$ cat src/rtl/incrementer.sv
// incrementer: registered in+STEP stage with ripple or Kogge-Stone carry; wraps by default.
// Define INCREMENTER_SATURATE_EN to clamp out to all-ones on overflow (carry still set).
module incrementer #(
    parameter int WIDTH  = 30,
    parameter int STEP   = 1,
    parameter int PREFIX = 0
) (
    input  logic             clk,
    input  logic             reset,
    input  logic             enable,
    input  logic [WIDTH-1:0] in,
    output logic [WIDTH-1:0] out,
    output logic             carry
);
    localparam logic [WIDTH-1:0] STEP_C = WIDTH'(STEP);
    logic [WIDTH-1:0] g, p, sum, out_d, out_q;
    logic [WIDTH:0]   c;
    logic             carry_d, carry_q;
    assign g    = in & STEP_C;
    assign p    = in ^ STEP_C;
    assign c[0] = 1'b0;
    generate
        if (PREFIX != 0) begin : g_ks
            localparam int L = $clog2(WIDTH);
            logic [L:0][WIDTH-1:0] gk, pk;
            assign gk[0] = g;
            assign pk[0] = p;
            for (genvar k = 1; k <= L; k++) begin : g_lvl
                for (genvar i = 0; i < WIDTH; i++) begin : g_bit
                    if (i >= (1 << (k - 1))) begin : g_op
                        assign gk[k][i] = gk[k-1][i] | (pk[k-1][i] & gk[k-1][i-(1<<(k-1))]);
                        assign pk[k][i] = pk[k-1][i] & pk[k-1][i-(1<<(k-1))];
                    end else begin : g_pass
                        assign gk[k][i] = gk[k-1][i];
                        assign pk[k][i] = pk[k-1][i];
                    end
                end
            end
            // Group terms span down to bit 0, so the carry-in folds in at the last level.
            for (genvar i = 0; i < WIDTH; i++) begin : g_c
                assign c[i+1] = gk[L][i] | (pk[L][i] & c[0]);
            end
        end else begin : g_rc
            for (genvar i = 0; i < WIDTH; i++) begin : g_c
                assign c[i+1] = g[i] | (p[i] & c[i]);
            end
        end
    endgenerate
    assign sum     = p ^ c[WIDTH-1:0];
    assign carry_d = c[WIDTH];
`ifdef INCREMENTER_SATURATE_EN
    assign out_d = carry_d ? '1 : sum;
`else
    assign out_d = sum;
`endif
    always_ff @(posedge clk) begin
        if (reset) begin
            out_q   <= '0;
            carry_q <= 1'b0;
        end else if (enable) begin
            out_q   <= out_d;
            carry_q <= carry_d;
        end
    end
    assign out   = out_q;
    assign carry = carry_q;
endmodule

$ cat config.mk
export PLATFORM = sky130hd
export DESIGN_NAME = incrementer
export DESIGN_NICKNAME = d
export VERILOG_FILES = /design/src/rtl/incrementer.sv
export SDC_FILE = /design/constraint.sdc
export NUM_CORES = 1
export LEC_CHECK = 0
export BUFFER_PORTS_ARGS = -buffer_cell sky130_fd_sc_hd__buf_2
export CAP_MARGIN = 20
export CORE_UTILIZATION = 32
export CTS_CLUSTER_SIZE = 12
export DETAILED_ROUTE_END_ITERATION = 8
export PLACE_DENSITY = 0.68
export SKIP_CTS_REPAIR_TIMING = 1
export SYNTH_ARGS = -nofsm -noshare
export SYNTH_HDL_FRONTEND = slang
export SYNTH_SLANG_ARGS = --single-unit
$ cat constraint.sdc
create_clock -name clk -period 18.25 [get_ports clk]
set_clock_uncertainty 0.1 [all_clocks]
set_input_delay 1.825 -clock clk [delete_from_list [all_inputs] [get_ports clk]]
set_output_delay 1.825 -clock clk [all_outputs]
set_load 0.1 [all_outputs]
==> flow_metrics.tcl, run 1 <==
set metrics [dict create \
    netlist_area_um2 1500 \
    yosys.area.top_type "dfxtp_1" \
    coreArea_um2 4410 \
    postLayoutCellArea_um2 1890 \
    cp_common_cell "ha_1" \
    syn_to_final_growth_pct 26.0 \
    grt_pass1_vias 1082 \
    cp-end-kind "register" \
    drv_cap 0 \
    arrival_ps 7480 \
    grt_max_degree 33 \
    die_y_um 70.4 \
    setup_tns_ps 0 \
    synthDistinctLibCells 9 \
    dpl_cell_area_um2 1790 \
    critPathKind "primary input to register" \
    synth_ff_type "dfxtp_1" \
    cp_slowest_stage_delay_ps 270 \
    clock_sinks 31 \
    rsz0062_at_grt "no" \
    initial_core_util_pct 33.9 \
    io_buffers 63 \
    status "finished clean" \
    insertion_delay_ps 270 \
    grt_use_total_pct 11.8 \
    nets 254 \
    dr.pass1.iters 2 \
    cts_tree "built" \
    relSlewSlack_pct 39.9 \
    netlist_top_cells_count "dfxtp_1 (31), nor2_1 (31), mux2i_1 (30)" \
    synth.area.top_cells "dfxtp_1 (41%), ha_1 (24%), mux2i_1 (20%), nor2_1 (7.8%), buf_12 (4.0%)" \
    p_seq_share_pct 41.7 \
    hpwl_um 2160 \
    wire_per_inst_um 11.4 \
    power_frac_comb_pct 27.5 \
    power.internal_uw 109 \
    clock.fmax_mhz 135 \
    wl_um 2780 \
    die_area_um2 4950 \
    syn_nets 191 \
    finalHoldWorstSlack_ps 388 \
    cts_buffers 5 \
    antenna_found_initial 0 \
    synth_warnings 0 \
    leakagePower_nw 1.07 \
    worst_setup_path_start_kind "primary input" \
    cpMaxStageDelayCell "ha_1" \
    fp-row-count 24 \
    peakVddDrop_mv 0.0430 \
    min_period_ps 7420 \
    power.density_nw_per_um2 93.6 \
    cts_root_buf "clkbuf_8" \
    final_max_slew_viol_count 0 \
    crit_required_ps 18310 \
    p_clk_share_pct 30.8 \
    ys_ff_latch 31 \
    cts_buffer_depth 2 \
    tightest_slew_ps 902 \
    drive_gt1_share_pct 37.3 \
    drc 0 \
    die_w_um 70.4 \
    synthArstFlopShare_pct 0 \
    grt_overflow_total 0 \
    synth_edf_count 0 \
    drtIter0Drc 11 \
    p_switching_uw 67.4 \
    min_path_type "register to register" \
    grt_pass1_wl_um 4570 \
    h-tree-depth 2 \
    setup_viol 0 \
    postRouteAntennaNets 0 \
    period_share_pct 40.6 \
    synth_top_area_share_pct 41.5 \
    gp_congestion 0.680 \
    antenna_cells 0 \
    ios 64 \
    synth_seq_area_share_pct 41.5 \
    p_sw_share_pct 38.2 \
    avgViaCountPerCell 4.53 \
    synthCells 129 \
    avgSynthCellArea_um2 11.6 \
    final_hold_viol_count 0 \
    fillers 452 \
    num_vias 1110 \
    cts.clk_slew.worst_paths_ps 80 \
    crit_fanout 2 \
]
layout make-up:
class / instances / area, µm² / share of cell area [%]
repair buffers: 63 / 315 / 16.7
clock buffers: 5 / 68.8 / 3.65
clock inverters: 3 / 23.8 / 1.26
flip-flops and latches: 31 / 621 / 32.9
well taps: 52 / 65.1 / 3.45
multi-input cells: 91 / 792 / 42.0
power groups by stage:
stage,combinational [mW],sequential [mW],clock [mW]
finish,0.0485,0.0736,0.0545
global route,0.0510,0.0741,0.0600
CTS,0.0491,0.0737,0.0567
detailed placement,0.0489,0.0752,0
global placement,0.0484,0.0751,0
floorplan,0.0112,0.105,0
final timing paths:
kind,depth (start not counted),slack [ps],end,startpoint
max reg2reg,2,17490,out[9]$_SDFFE_PP0P_,out[9]$_SDFFE_PP0P_
max,32,10830,out[29]$_SDFFE_PP0P_,in[0]
min,2,390,out[14]$_SDFFE_PP0P_,out[14]$_SDFFE_PP0P_
min reg2reg,2,390,out[14]$_SDFFE_PP0P_,out[14]$_SDFFE_PP0P_
registers in the layout, summed over array words and instances, names as in the netlist:
| signal | flops |
|---|---|
| carry | 1 |
| out | 30 |
critical path: cells and delay by family:
family / cells / cell delay (ps)
buffers and inverters: 1 / 110
muxes: 1 / 130
adders and majority gates: 29 / 5390
and+or+nand+nor: 1 / 50
routing by layer:
metal  vias to the layer above  GRT usage (%)  share of wire (%)
li1                        568              -                  -
met1                       500           13.1                 44
met2                        39           20.3                 47
met3                         3           5.05                7.9
met4                         0           3.33                1.1
met5                         -              0                  0
metrics by stage:
| stage | std cells | utilization [%] | setup slack (ps) | total power, mW |
|---|---|---|---|---|
| after floorplan | 129 | - | 10980 | 0.116 |
| after global placement | 237 | 40.6 | 10530 | 0.123 |
| after detailed placement | 237 | 40.6 | 10470 | 0.124 |
| after CTS | 245 | 42.7 | 10760 | 0.179 |
| after global routing | 245 | 42.7 | 10540 | 0.185 |
| final | 245 | 42.7 | 10830 | 0.177 |
cells in the final DEF (no fill, tap or decap):
master / netlist / final
nor2_1: 31 / 31
ha_1: 29 / 29
clkinvlp_4: 0 / 2
clkbuf_8: 0 / 5
buf_2: 1 / 63
dfxtp_1: 31 / 31
mux2i_1: 30 / 30
a211oi_2: 1 / 1
inv_6: 0 / 1
logic make-up (layout without fill, tap and decap cells):
group / after synthesis / count (layout) / share of synthesized area (%)
buffers and inverters: 7 / 71 / 5.60
muxes: 30 / 30 / 20.1
DFF: 31 / 31 / 41.5
adders and majority gates: 29 / 29 / 24.2
and+or+nand+nor: 31 / 31 / 7.78
AOI/OAI and AO/OA: 1 / 1 / 0.836
(Power assumes the default switching activity.)
==> run 2, diff against run 1 <==
--- a/config.mk
+++ b/config.mk
@@ -10,7 +10,7 @@
 export CORE_UTILIZATION = 32
 export CTS_CLUSTER_SIZE = 12
 export DETAILED_ROUTE_END_ITERATION = 8
-export PLACE_DENSITY = 0.68
+export PLACE_DENSITY = 0.71
 export SKIP_CTS_REPAIR_TIMING = 1
 export SYNTH_ARGS = -nofsm -noshare
 export SYNTH_HDL_FRONTEND = slang
==> constraint.sdc (replaced) <==
create_clock -name clk -period 6.7 [get_ports clk]
set_clock_uncertainty 0.1 [all_clocks]
set_input_delay 0.67 -clock clk [delete_from_list [all_inputs] [get_ports clk]]
set_output_delay 0.67 -clock clk [all_outputs]
set_load 0.1 [all_outputs]
==> flow_metrics.tcl, run 2 (same netlist as run 1, synthesis figures left out) <==
set metrics [dict create \
    status "finished clean" \
    avgViaCountPerCell 4.52 \
    peakVddDrop_mv 0.138 \
    grt_max_degree 33 \
    grt_overflow_total 0 \
    insertion_delay_ps 270 \
    postRouteAntennaNets 0 \
    cpMaxStageDelayCell "ha_1" \
    cp_slowest_stage_delay_ps 260 \
    grt_pass1_wl_um 4550 \
    finish.utilization_pct 42.9 \
    num_vias 1108 \
    cts_tree "built" \
    globalRouteMet3Util_pct 5.19 \
    drv_cap 0 \
    layout_common_cells "buf_2 (63), nor2_1 (31), dfxtp_1 (31)" \
    use_met1_pct 13.9 \
    antenna_cells 0 \
    drive_gt1_share_pct 36.8 \
    tightest_slew_ps 897 \
    die_y_um 70.4 \
    h-tree-depth 2 \
    cts_root_buf "clkbuf_8" \
    fp-row-count 24 \
    arrival_ps 6370 \
    drc 0 \
    final_common_cell "buf_2" \
    wire_per_inst_um 11.3 \
    gp_congestion 0.656 \
    io_buffers 63 \
    cp-end-kind "register" \
    cp_common_cell "ha_1" \
    clock_sinks 31 \
    leakagePower_nw 1.09 \
    antenna_found_initial 0 \
    hpwl_um 2090 \
    setup_viol 0 \
    cts_buffer_depth 2 \
    setup_tns_ps 0 \
    relSlewSlack_pct 40.2 \
    grt_use_total_pct 11.5 \
    crit_fanout 2 \
    crit_required_ps 6740 \
    cts.clk_slew.worst_paths_ps 60 \
    cts_buffers 5 \
    postLayoutCellArea_um2 1890 \
    nets 254 \
    min_period_ps 6330 \
    critPathKind "primary input to register" \
    dr.pass1.iters 3 \
    grt_pass1_vias 1072 \
    grt_busiest_layer "met2" \
    coreArea_um2 4410 \
    ios 64 \
    dpl_cell_area_um2 1790 \
    worst_setup_path_start_kind "primary input" \
    drtIter0Drc 7 \
    clock.fmax_mhz 158 \
    gr-usage-met2_pct 18.7 \
    final_max_slew_viol_count 0 \
    initial_core_util_pct 33.9 \
    die_area_um2 4950 \
    period_share_pct 94.4 \
    rsz0062_at_grt "no" \
    largest_reg_flops 30 \
    power.density_nw_per_um2 259 \
    final_hold_viol_count 0 \
    min_path_type "register to register" \
    syn_to_final_growth_pct 26.5 \
    die_w_um 70.4 \
    wl_um 2770 \
]
[run 2: stage by stage]
step	power, mW	setup slack, ps	cells	hold slack [ps]
finish	0.490	373	245	386
global route	0.515	68.4	245	425
CTS	0.500	316	245	391
detailed placement	0.338	38.5	237	374
global placement	0.336	128	237	371
floorplan	0.315	586	129	643
[run 2: area by class of cell]
| class | count | area (µm²) |
|---|---|---|
| Clock buffer | 8 | 100 |
| Multi-Input combinational cell | 91 | 792 |
| Sequential cell | 31 | 621 |
| Timing Repair Buffer | 63 | 315 |
| Fill cell | 443 | 2520 |
| Tap cell | 52 | 65.1 |
[run 2: power by group]
group          leakage (nW)  internal (mW)  total, mW  switching [mW]
clock                0.0515         0.0936      0.158          0.0640
combinational         0.778         0.0279      0.132           0.104
sequential            0.256          0.196      0.201         0.00509
total                  1.09          0.317      0.490           0.173
[run 2: worst max-delay path: cells and delay by family]
family	cells	cell delay, ps
adders and majority gates	29	5390
buffers and inverters	1	120
muxes	1	140
and+or+nand+nor	1	50
[run 2: final timing paths]
path / start / end / slack (ps) / cells after the start
worst max-delay path: in[0] / out[29]$_SDFFE_PP0P_ / 370 / 32
worst min register to register: out[2]$_SDFFE_PP0P_ / out[2]$_SDFFE_PP0P_ / 390 / 2
worst max register to register: out[5]$_SDFFE_PP0P_ / out[5]$_SDFFE_PP0P_ / 5960 / 2
worst min-delay path: out[2]$_SDFFE_PP0P_ / out[2]$_SDFFE_PP0P_ / 390 / 2
[run 2: per-layer routing]
metal | share of wire (%) | up-vias
met5 | 0 | -
met3 | 8.6 | 0
li1 | - | 568
met4 | 0 | 0
met1 | 45 | 499
met2 | 46 | 41
==> run 3, diff against run 2 <==
--- a/config.mk
+++ b/config.mk
@@ -7,10 +7,12 @@
 export LEC_CHECK = 0
 export BUFFER_PORTS_ARGS = -buffer_cell sky130_fd_sc_hd__buf_2
 export CAP_MARGIN = 20
-export CORE_UTILIZATION = 32
+export CELL_PAD_IN_SITES_DETAIL_PLACEMENT = 0
+export CELL_PAD_IN_SITES_GLOBAL_PLACEMENT = 2
+export CORE_UTILIZATION = 25
 export CTS_CLUSTER_SIZE = 12
 export DETAILED_ROUTE_END_ITERATION = 8
-export PLACE_DENSITY = 0.71
+export PLACE_DENSITY = 0.84
 export SKIP_CTS_REPAIR_TIMING = 1
 export SYNTH_ARGS = -nofsm -noshare
 export SYNTH_HDL_FRONTEND = slang
==> flow_metrics.tcl, run 3 (same netlist as run 1, synthesis figures left out) <==
set metrics [dict create \
    crit_required_ps 6740 \
    largest_reg_flops 30 \
    path_buf_inv 1 \
    grt_pass1_wl_um 4750 \
    cp_common_cell "ha_1" \
    p_switching_uw 173 \
    period_share_pct 94.0 \
    final_max_slew_viol_count 0 \
    antenna_cells 0 \
    gp_congestion 0.616 \
    wl_um 2860 \
    leakagePower_nw 1.07 \
    critPathKind "primary input to register" \
    clock.fmax_mhz 159 \
    relSlewSlack_pct 38.3 \
    io_buffers 63 \
    h-tree-depth 2 \
    cpMaxStageDelayCell "ha_1" \
    fp-row-count 27 \
    cp_slowest_stage_delay_ps 270 \
    die_y_um 79.4 \
    antenna_found_initial 0 \
    final_hold_viol_count 0 \
    die_area_um2 6300 \
    arrival_ps 6340 \
    p_seq_share_pct 42.7 \
    cp-end-kind "register" \
    dr.pass1.iters 2 \
    grt_max_degree 33 \
    num_vias 1103 \
    p_sw_share_pct 36.9 \
    final_common_cell "buf_2" \
    min_path_type "register to register" \
    setup_tns_ps 0 \
    nets 254 \
    coreArea_um2 5640 \
    clock_sinks 31 \
    postRouteAntennaNets 0 \
    wire_per_inst_um 10.8 \
    regArea_um2 621 \
    grt_use_total_pct 9.94 \
    cts_buffer_depth 2 \
    crit_family "adder cells" \
    cts_root_buf "clkbuf_8" \
    initial_core_util_pct 26.5 \
    min_period_ps 6300 \
    layoutNonFillerInstCount 265 \
    finalHoldWorstSlack_ps 385 \
    layout_common_cells "buf_2 (63), nor2_1 (31), dfxtp_1 (31)" \
    cts_buffers 5 \
    drive_gt1_share_pct 36.8 \
    p_clk_share_pct 29.2 \
    crit_fanout 2 \
    hpwl_um 2100 \
    peakVddDrop_mv 0.0861 \
    status "finished clean" \
    die_w_um 79.4 \
    syn_to_final_growth_pct 27.1 \
    dp.cells 257 \
    power.internal_uw 296 \
    power.density_nw_per_um2 247 \
    multi_input_area_um2 795 \
    drc 0 \
    tightest_slew_ps 925 \
    setup_viol 0 \
    ios 64 \
    worst_setup_path_start_kind "primary input" \
    grt_overflow_total 0 \
    avgViaCountPerCell 4.16 \
    cts_tree "built" \
    drtIter0Drc 25 \
    fillers 601 \
    finish.utilization_pct 33.7 \
    power_frac_comb_pct 28.0 \
    grt_pass1_vias 1087 \
    fin_total_pwr_uw 469 \
    drv_cap 0 \
    insertion_delay_ps 270 \
    cts.clk_slew.worst_paths_ps 60 \
]
run 3: layout make-up:
cell class	instances	area share, %
clock buffer	7	4.01
clock inverter	1	0.263
multi-input combinational	91	41.8
timing repair buffer	63	16.6
sequential	31	32.6
tap	72	4.74
run 3: final timing paths:
kind | cells after the start | to | start | slack [ps]
min | 2 | out[8]$_SDFFE_PP0P_ | out[8]$_SDFFE_PP0P_ | 390
max reg2reg | 2 | out[20]$_SDFFE_PP0P_ | out[20]$_SDFFE_PP0P_ | 5970
max | 32 | out[29]$_SDFFE_PP0P_ | in[0] | 400
min reg2reg | 2 | out[8]$_SDFFE_PP0P_ | out[8]$_SDFFE_PP0P_ | 390
run 3: worst min-delay path, delay by kind of cell, from the launching register on:
| kind | cells | cell delay [ps] |
|---|---|---|
| flops | 1 | 320 |
| mux | 1 | 60 |
| simple gates | 1 | 70 |
run 3: metal layers:
layer  GRT usage, %  vias up  routed length (µm)
met4           4.36        0                  47
met1           11.6      491                1250
li1               -      568                   -
met2           16.1       37                1350
met5              0        -                   0
met3           3.79        7                 217
run 3: metrics by stage:
step / cell area, µm² / setup WS [ps]
floorplan: 1500 / 586
global placement: 1820 / 53.4
detailed placement: 1820 / 40.2
CTS: 1900 / 334
global route: 1900 / -13.2
finish: 1900 / 400
run 3: power groups by stage:
stage	Combinational [mW]	Clock, mW	Sequential (mW)
final	0.131	0.137	0.200
after global routing	0.139	0.156	0.202
after CTS	0.133	0.147	0.201
after detailed placement	0.133	0	0.205
after global placement	0.132	0	0.205
after floorplan	0.0306	0	0.285
